===== config.mk =====
export PLATFORM = sky130hd
export DESIGN_NAME = systolic_drain_ctrl
export DESIGN_NICKNAME = d
export VERILOG_FILES = /design/src/rtl/systolic_pkg.sv /design/src/rtl/systolic_drain_ctrl.sv
export SDC_FILE = /design/constraint.sdc
export NUM_CORES = 1
export LEC_CHECK = 0
export ABC_AREA = 1
export CORE_MARGIN = 2
export CORE_UTILIZATION = 45
export DETAILED_ROUTE_END_ITERATION = 7
export PLACE_DENSITY = 0.8
export SLEW_MARGIN = 20
export SYNTH_ARGS = -nofsm -noshare
export SYNTH_HDL_FRONTEND = slang
export SYNTH_SLANG_ARGS = --single-unit
export TNS_END_PERCENT = 1

===== constraint.sdc =====
create_clock -name clk -period 3.6 [get_ports clk]
set_input_delay 0.72 -clock clk [delete_from_list [all_inputs] [get_ports clk]]
set_output_delay 0.72 -clock clk [all_outputs]
set_load 0.01 [all_outputs]

===== src/rtl/systolic_pkg.sv =====
`default_nettype none
// ============================================================================
// Module   : systolic_pkg
// Brief    : Shared array constants and drain-controller state encoding.
// Revision : 1.0 - initial release
// ============================================================================
package systolic_pkg;

    localparam int SYS_SIZE   = 4;
    localparam int SYS_DATA_W = 32;

    typedef enum logic [2:0] {
        ST_IDLE    = 3'd0,
        ST_FLUSH   = 3'd1,
        ST_READ    = 3'd2,
        ST_CAPTURE = 3'd3,
        ST_SEND    = 3'd4,
        ST_CLEAR   = 3'd5
    } drain_state_t;

endpackage
`default_nettype wire


===== src/rtl/systolic_drain_ctrl.sv =====
`default_nettype none
// ============================================================================
// Module   : systolic_drain_ctrl
// Brief    : Waits for the array wavefront to settle, reads accumulator rows,
//            streams them row-major on val/rdy, then clears the accumulators.
// Revision : 1.0 - initial release
// ============================================================================
module systolic_drain_ctrl
    import systolic_pkg::*;
#(
    parameter int SIZE   = SYS_SIZE,
    parameter int DATA_W = SYS_DATA_W,
    parameter int FLUSH  = 2*SIZE-1
) (
    input  logic                      clk,
    input  logic                      rst,
    input  logic                      start,
    output logic                      busy,
    output logic                      done,
    output logic                      row_ren,
    output logic [$clog2(SIZE)-1:0]   row_addr,
    input  logic [SIZE*DATA_W-1:0]    row_data,
    output logic                      acc_clr,
    output logic [DATA_W-1:0]         out_msg,
    output logic                      out_val,
    input  logic                      out_rdy,
    output logic                      out_last
);

    localparam int c_row_w = $clog2(SIZE);
    localparam int c_cnt_w = $clog2(FLUSH+1);

    drain_state_t                    r_state;
    drain_state_t                    w_next_state;
    logic [c_cnt_w-1:0]              r_cnt;
    logic [c_row_w-1:0]              r_row;
    logic [c_row_w-1:0]              r_col;
    logic [SIZE-1:0][DATA_W-1:0]     r_buf;
    logic                            w_col_last;
    logic                            w_row_last;

    assign w_col_last = (r_col == c_row_w'(SIZE-1));
    assign w_row_last = (r_row == c_row_w'(SIZE-1));

    always_ff @(posedge clk or negedge rst) begin
        if (!rst) begin
            r_state <= ST_IDLE;
        end else begin
            r_state <= w_next_state;
        end
    end

    always_comb begin
        w_next_state = r_state;
        case (r_state)
            ST_IDLE:    if (start) w_next_state = ST_FLUSH;
            ST_FLUSH:   if (r_cnt == c_cnt_w'(1)) w_next_state = ST_READ;
            ST_READ:    w_next_state = ST_CAPTURE;
            ST_CAPTURE: w_next_state = ST_SEND;
            ST_SEND: begin
                if (out_rdy && w_col_last) begin
                    w_next_state = w_row_last ? ST_CLEAR : ST_READ;
                end
            end
            ST_CLEAR:   w_next_state = ST_IDLE;
            default:    w_next_state = ST_IDLE;
        endcase
    end

    // Counters and row buffer; the element index only advances on an accepted transfer.
    always_ff @(posedge clk or negedge rst) begin
        if (!rst) begin
            r_cnt <= '0;
            r_row <= '0;
            r_col <= '0;
            r_buf <= '0;
        end else begin
            case (r_state)
                ST_IDLE: begin
                    if (start) begin
                        r_cnt <= c_cnt_w'(FLUSH);
                        r_row <= '0;
                        r_col <= '0;
                    end
                end
                ST_FLUSH: r_cnt <= r_cnt - c_cnt_w'(1);
                ST_CAPTURE: begin
                    r_buf <= row_data;
                    r_col <= '0;
                end
                ST_SEND: begin
                    if (out_rdy) begin
                        if (!w_col_last) begin
                            r_col <= r_col + c_row_w'(1);
                        end else if (!w_row_last) begin
                            r_row <= r_row + c_row_w'(1);
                        end
                    end
                end
                default: ;
            endcase
        end
    end

    always_comb begin
        busy     = (r_state != ST_IDLE);
        row_ren  = 1'b0;
        row_addr = '0;
        out_val  = 1'b0;
        out_msg  = '0;
        out_last = 1'b0;
        acc_clr  = 1'b0;
        done     = 1'b0;
        case (r_state)
            ST_READ: begin
                row_ren  = 1'b1;
                row_addr = r_row;
            end
            ST_SEND: begin
                out_val  = 1'b1;
                out_msg  = r_buf[r_col];
                out_last = w_row_last && w_col_last;
            end
            ST_CLEAR: begin
                acc_clr = 1'b1;
                done    = 1'b1;
            end
            default: ;
        endcase
    end

endmodule
`default_nettype wire


==> reports/qor.csv <==
stage,metric,value,unit
run_status,status,finished clean,
cts,ctsRootBufferMaster,clkbuf_16,
global_route,antenna_found_initial,0,
yosys,syn_area,0.00646,mm^2
timing,setup_violations,0,
yosys,yosysSeqAreaShare,53.5,%
setup_path,endpoint_kind,output port,
timing,period_needed,3.23,ns
floorplanning,dieArea,0.0153,mm^2
yosys,synth.distinct_cells,20,
place,portBuffers,171,
cts,cts_num_sinks,138,
power_and_ir_drop,powerDensity,778,mW/mm^2
global_route,grt_max_degree,75,
yosys,ys_async_sr_fraction,100,%
cts,clock_path_buffers,2,
power_and_ir_drop,swShare,33.4,%
timing,timing.fmax,0.309,GHz
setup_path,cp_top_family,buffers and inverters,
power_and_ir_drop,seq_power_share,40.6,%
floorplanning,die_y,124,um
setup_path,cpMaxStageDelayCell,clkdlybuf4s50_1,
timing,fin_skew,0.00698,ns
cts,h-tree-depth,4,
yosys,synth_common_cells,"139 x nor2_1, 138 x dfrtp_1, 99 x mux2_1, 62 x o21ai_0, 32 x a21oi_1",
drt,ant_nets,0,
yosys,yosysTopAreaCell,dfrtp_1,
drt,routed_wl,15900,um
cts,cts_made_buffers,17,
cells_and_area,utilization,63.3,%
cts,postCtsResizedCells,0,
timing,tightest_slew,0.718,ns
power_and_ir_drop,ir_drop,0.000382,V
cts,path_clk_slew,0.05,ns
global_route,grt_pass1_vias,5290,
timing,rsz0062_at_grt,false,
cells_and_area,ff_latch_area,0.00345,mm^2
global_route,grt_usage,21.7,%
global_route,grt_pass1_wl,25600,um
cells_and_area,nets,908,
cells_and_area,n_fill_cell,1106,
floorplanning,rows,43,
floorplanning,start_util,46.3,%
timing,setup_tns,0,ns
drt,vias_per_cell,5.26,
cts,cts_tree,built,
yosys,yosysMostFrequentCell,nor2_1,
yosys,synth_cells,612,
timing,slew_violations,0,
drt,drc,0,
place,gp_congestion,0.836,
drt,vias,5073,
power_and_ir_drop,leakage,3.74,nW
setup_path,critPathMaxFanout,67,
setup_path,worst_path_most_repeated_cell,nor2_1,
setup_path,path_buf_inv,2,
cells_and_area,multiInputGateArea,0.00273,mm^2
cts,cts_setup_buffers,0,
setup_path,crit_type,flop to output port,
yosys,yosys.area.top_type_share,53.5,%
power_and_ir_drop,switching_power,2.29,mW
timing,slew_headroom,52.1,%
hold_path,min_path_type,input pin to async pin,
cells_and_area,antenna_cells,0,
yosys,yosys_warnings,0,
yosys,syn_nets,748,
yosys,synth_flop_cell,dfrtp_1,
setup_path,critical-path-max-stage-delay,0.58,ns
yosys,synth_edf_count,0,
floorplanning,num_io_pins,172,
cells_and_area,drive_gt1_share,8.67,%
yosys,syn_avg_cell_area,10.5,um^2
cts,insertion_delay,0.41,ns
floorplanning,core,0.0139,mm^2
setup_path,path_cells,buf_4 > nor2_1 > nor2_1 > o21ai_0 > a21oi_1 > clkdlybuf4s50_1,
cells_and_area,syn_to_final_growth,36.7,%
setup_path,r2r_cells,7,
floorplanning,die_w,124,um
global_route,globalRoute.totalOverflow,0,
setup_path,ff2ff_setup_slack,1.39,ns
setup_path,cp.depth,6,
power_and_ir_drop,p_int,4.57,mW
timing,fin_crit_sh,89.8,%
setup_path,crit_required,2.88,ns
yosys,synth.top_cells.by_area,"dfrtp_1 53%, mux2_1 17%, nor2_1 8.1%",
drt,drtIter0Drc,258,
power_and_ir_drop,total_power,6.86,mW
setup_path,start_kind,flop,
drt,post_drt_wl_per_cell,16.5,um
power_and_ir_drop,clkPwrFrac,23.2,%
cts,cts_hold_buf,0,
place,hpwl,10800,um
run,maxCapViolations,0,
yosys,ys_ff_latch,138,
timing,hold_violations,0,
setup_path,cp.arrival,2.51,ns
power_and_ir_drop,pwr-share-comb,36.2,%
drt,firstDrtPassIters,4,
[through the flow]
stage / cells / hold WS, ns / cell area [um^2] / setup slack (ns)
CTS: 964 / 0.309 / 8820 / 0.368
global route: 964 / 0.328 / 8820 / 0.182
floorplan: 612 / 0.424 / 6460 / 1.62
finish: 964 / 0.286 / 8820 / 0.366
global placement: 933 / 0.463 / 8290 / 0.794
detailed placement: 933 / 0.476 / 8290 / 0.832
[worst paths after layout]
kind                       startpoint           to
hold / removal                    rst   r_buf[124]
setup / recovery             r_col[0]  out_msg[30]
max in group asynchronous         rst    r_buf[94]
min in group clk           r_buf[109]   r_buf[109]
setup reg to reg             r_col[0]     r_row[1]
hold reg to reg            r_buf[109]   r_buf[109]
[layer usage]
layer | share of wire [%] | global-route usage [%] | up-vias
met5 | 0 | 0 | -
met4 | 1.8 | 8.59 | 0
met3 | 6.3 | 4.76 | 25
met2 | 50 | 36.2 | 176
met1 | 42 | 27.6 | 2481
li1 | - | - | 2391
[power groups by stage]
stage | sequential, mW | combinational (mW) | clock, mW
final | 2.78 | 2.48 | 1.59
after CTS | 2.78 | 2.51 | 1.62
after global placement | 2.73 | 2.37 | 0
after floorplan | 2.65 | 1.81 | 0
after detailed placement | 2.80 | 2.48 | 0
after global routing | 2.88 | 2.79 | 1.68
[kinds of logic (layout without fill, tap and decap cells)]
logic type	after synthesis	count (layout)	share of synthesized area (%)
compound gates	103	103	8.02
fa+ha+maj	4	4	0.775
buf+inv	59	231	4.36
flops	138	138	53.5
mux	128	128	22.3
simple gates	180	180	11.0
[cell type report]
class,count,share of cell area [%]
Timing Repair Buffer,180,20.5
Clock buffer,29,5.67
Tap cell,180,2.55
Sequential cell,138,39.1
Multi-Input combinational cell,415,30.9
Clock inverter,2,0.397
Inverter,20,0.851
[state kept, by name, summed over array words and instances, names as in the netlist]
signal	flops
r_col	2
r_cnt	3
r_row	2
r_state	3
r_buf	128
[cell usage in the layout, fill, tap and decap left out]
cell             Yosys  layout
a21boi_1             1       1
a21oi_1             32      32
buf_12               0       2
buf_4               12       7
buf_6                0       1
bufinv_16            0       1
clkbuf_1            15       9
clkbuf_16            0      17
clkbuf_8             0       3
clkdlybuf4s50_1      0     170
clkinv_2             0       1
dfrtp_1            138     137
dfrtp_2              0       1
ha_1                 4       4
inv_1               18      17
inv_2                2       3
mux2_1              99      99
mux2_2              29      29
nand2_1             21      21
nand3_1             15      15
nand3_4              0       1
nor2_1             139     139
nor2_2               1       1
nor3_1               2       2
nor3_2               1       1
o21ai_0             62      62
o21ai_1              8       8
Note: power is estimated with default switching activity, not from simulation.
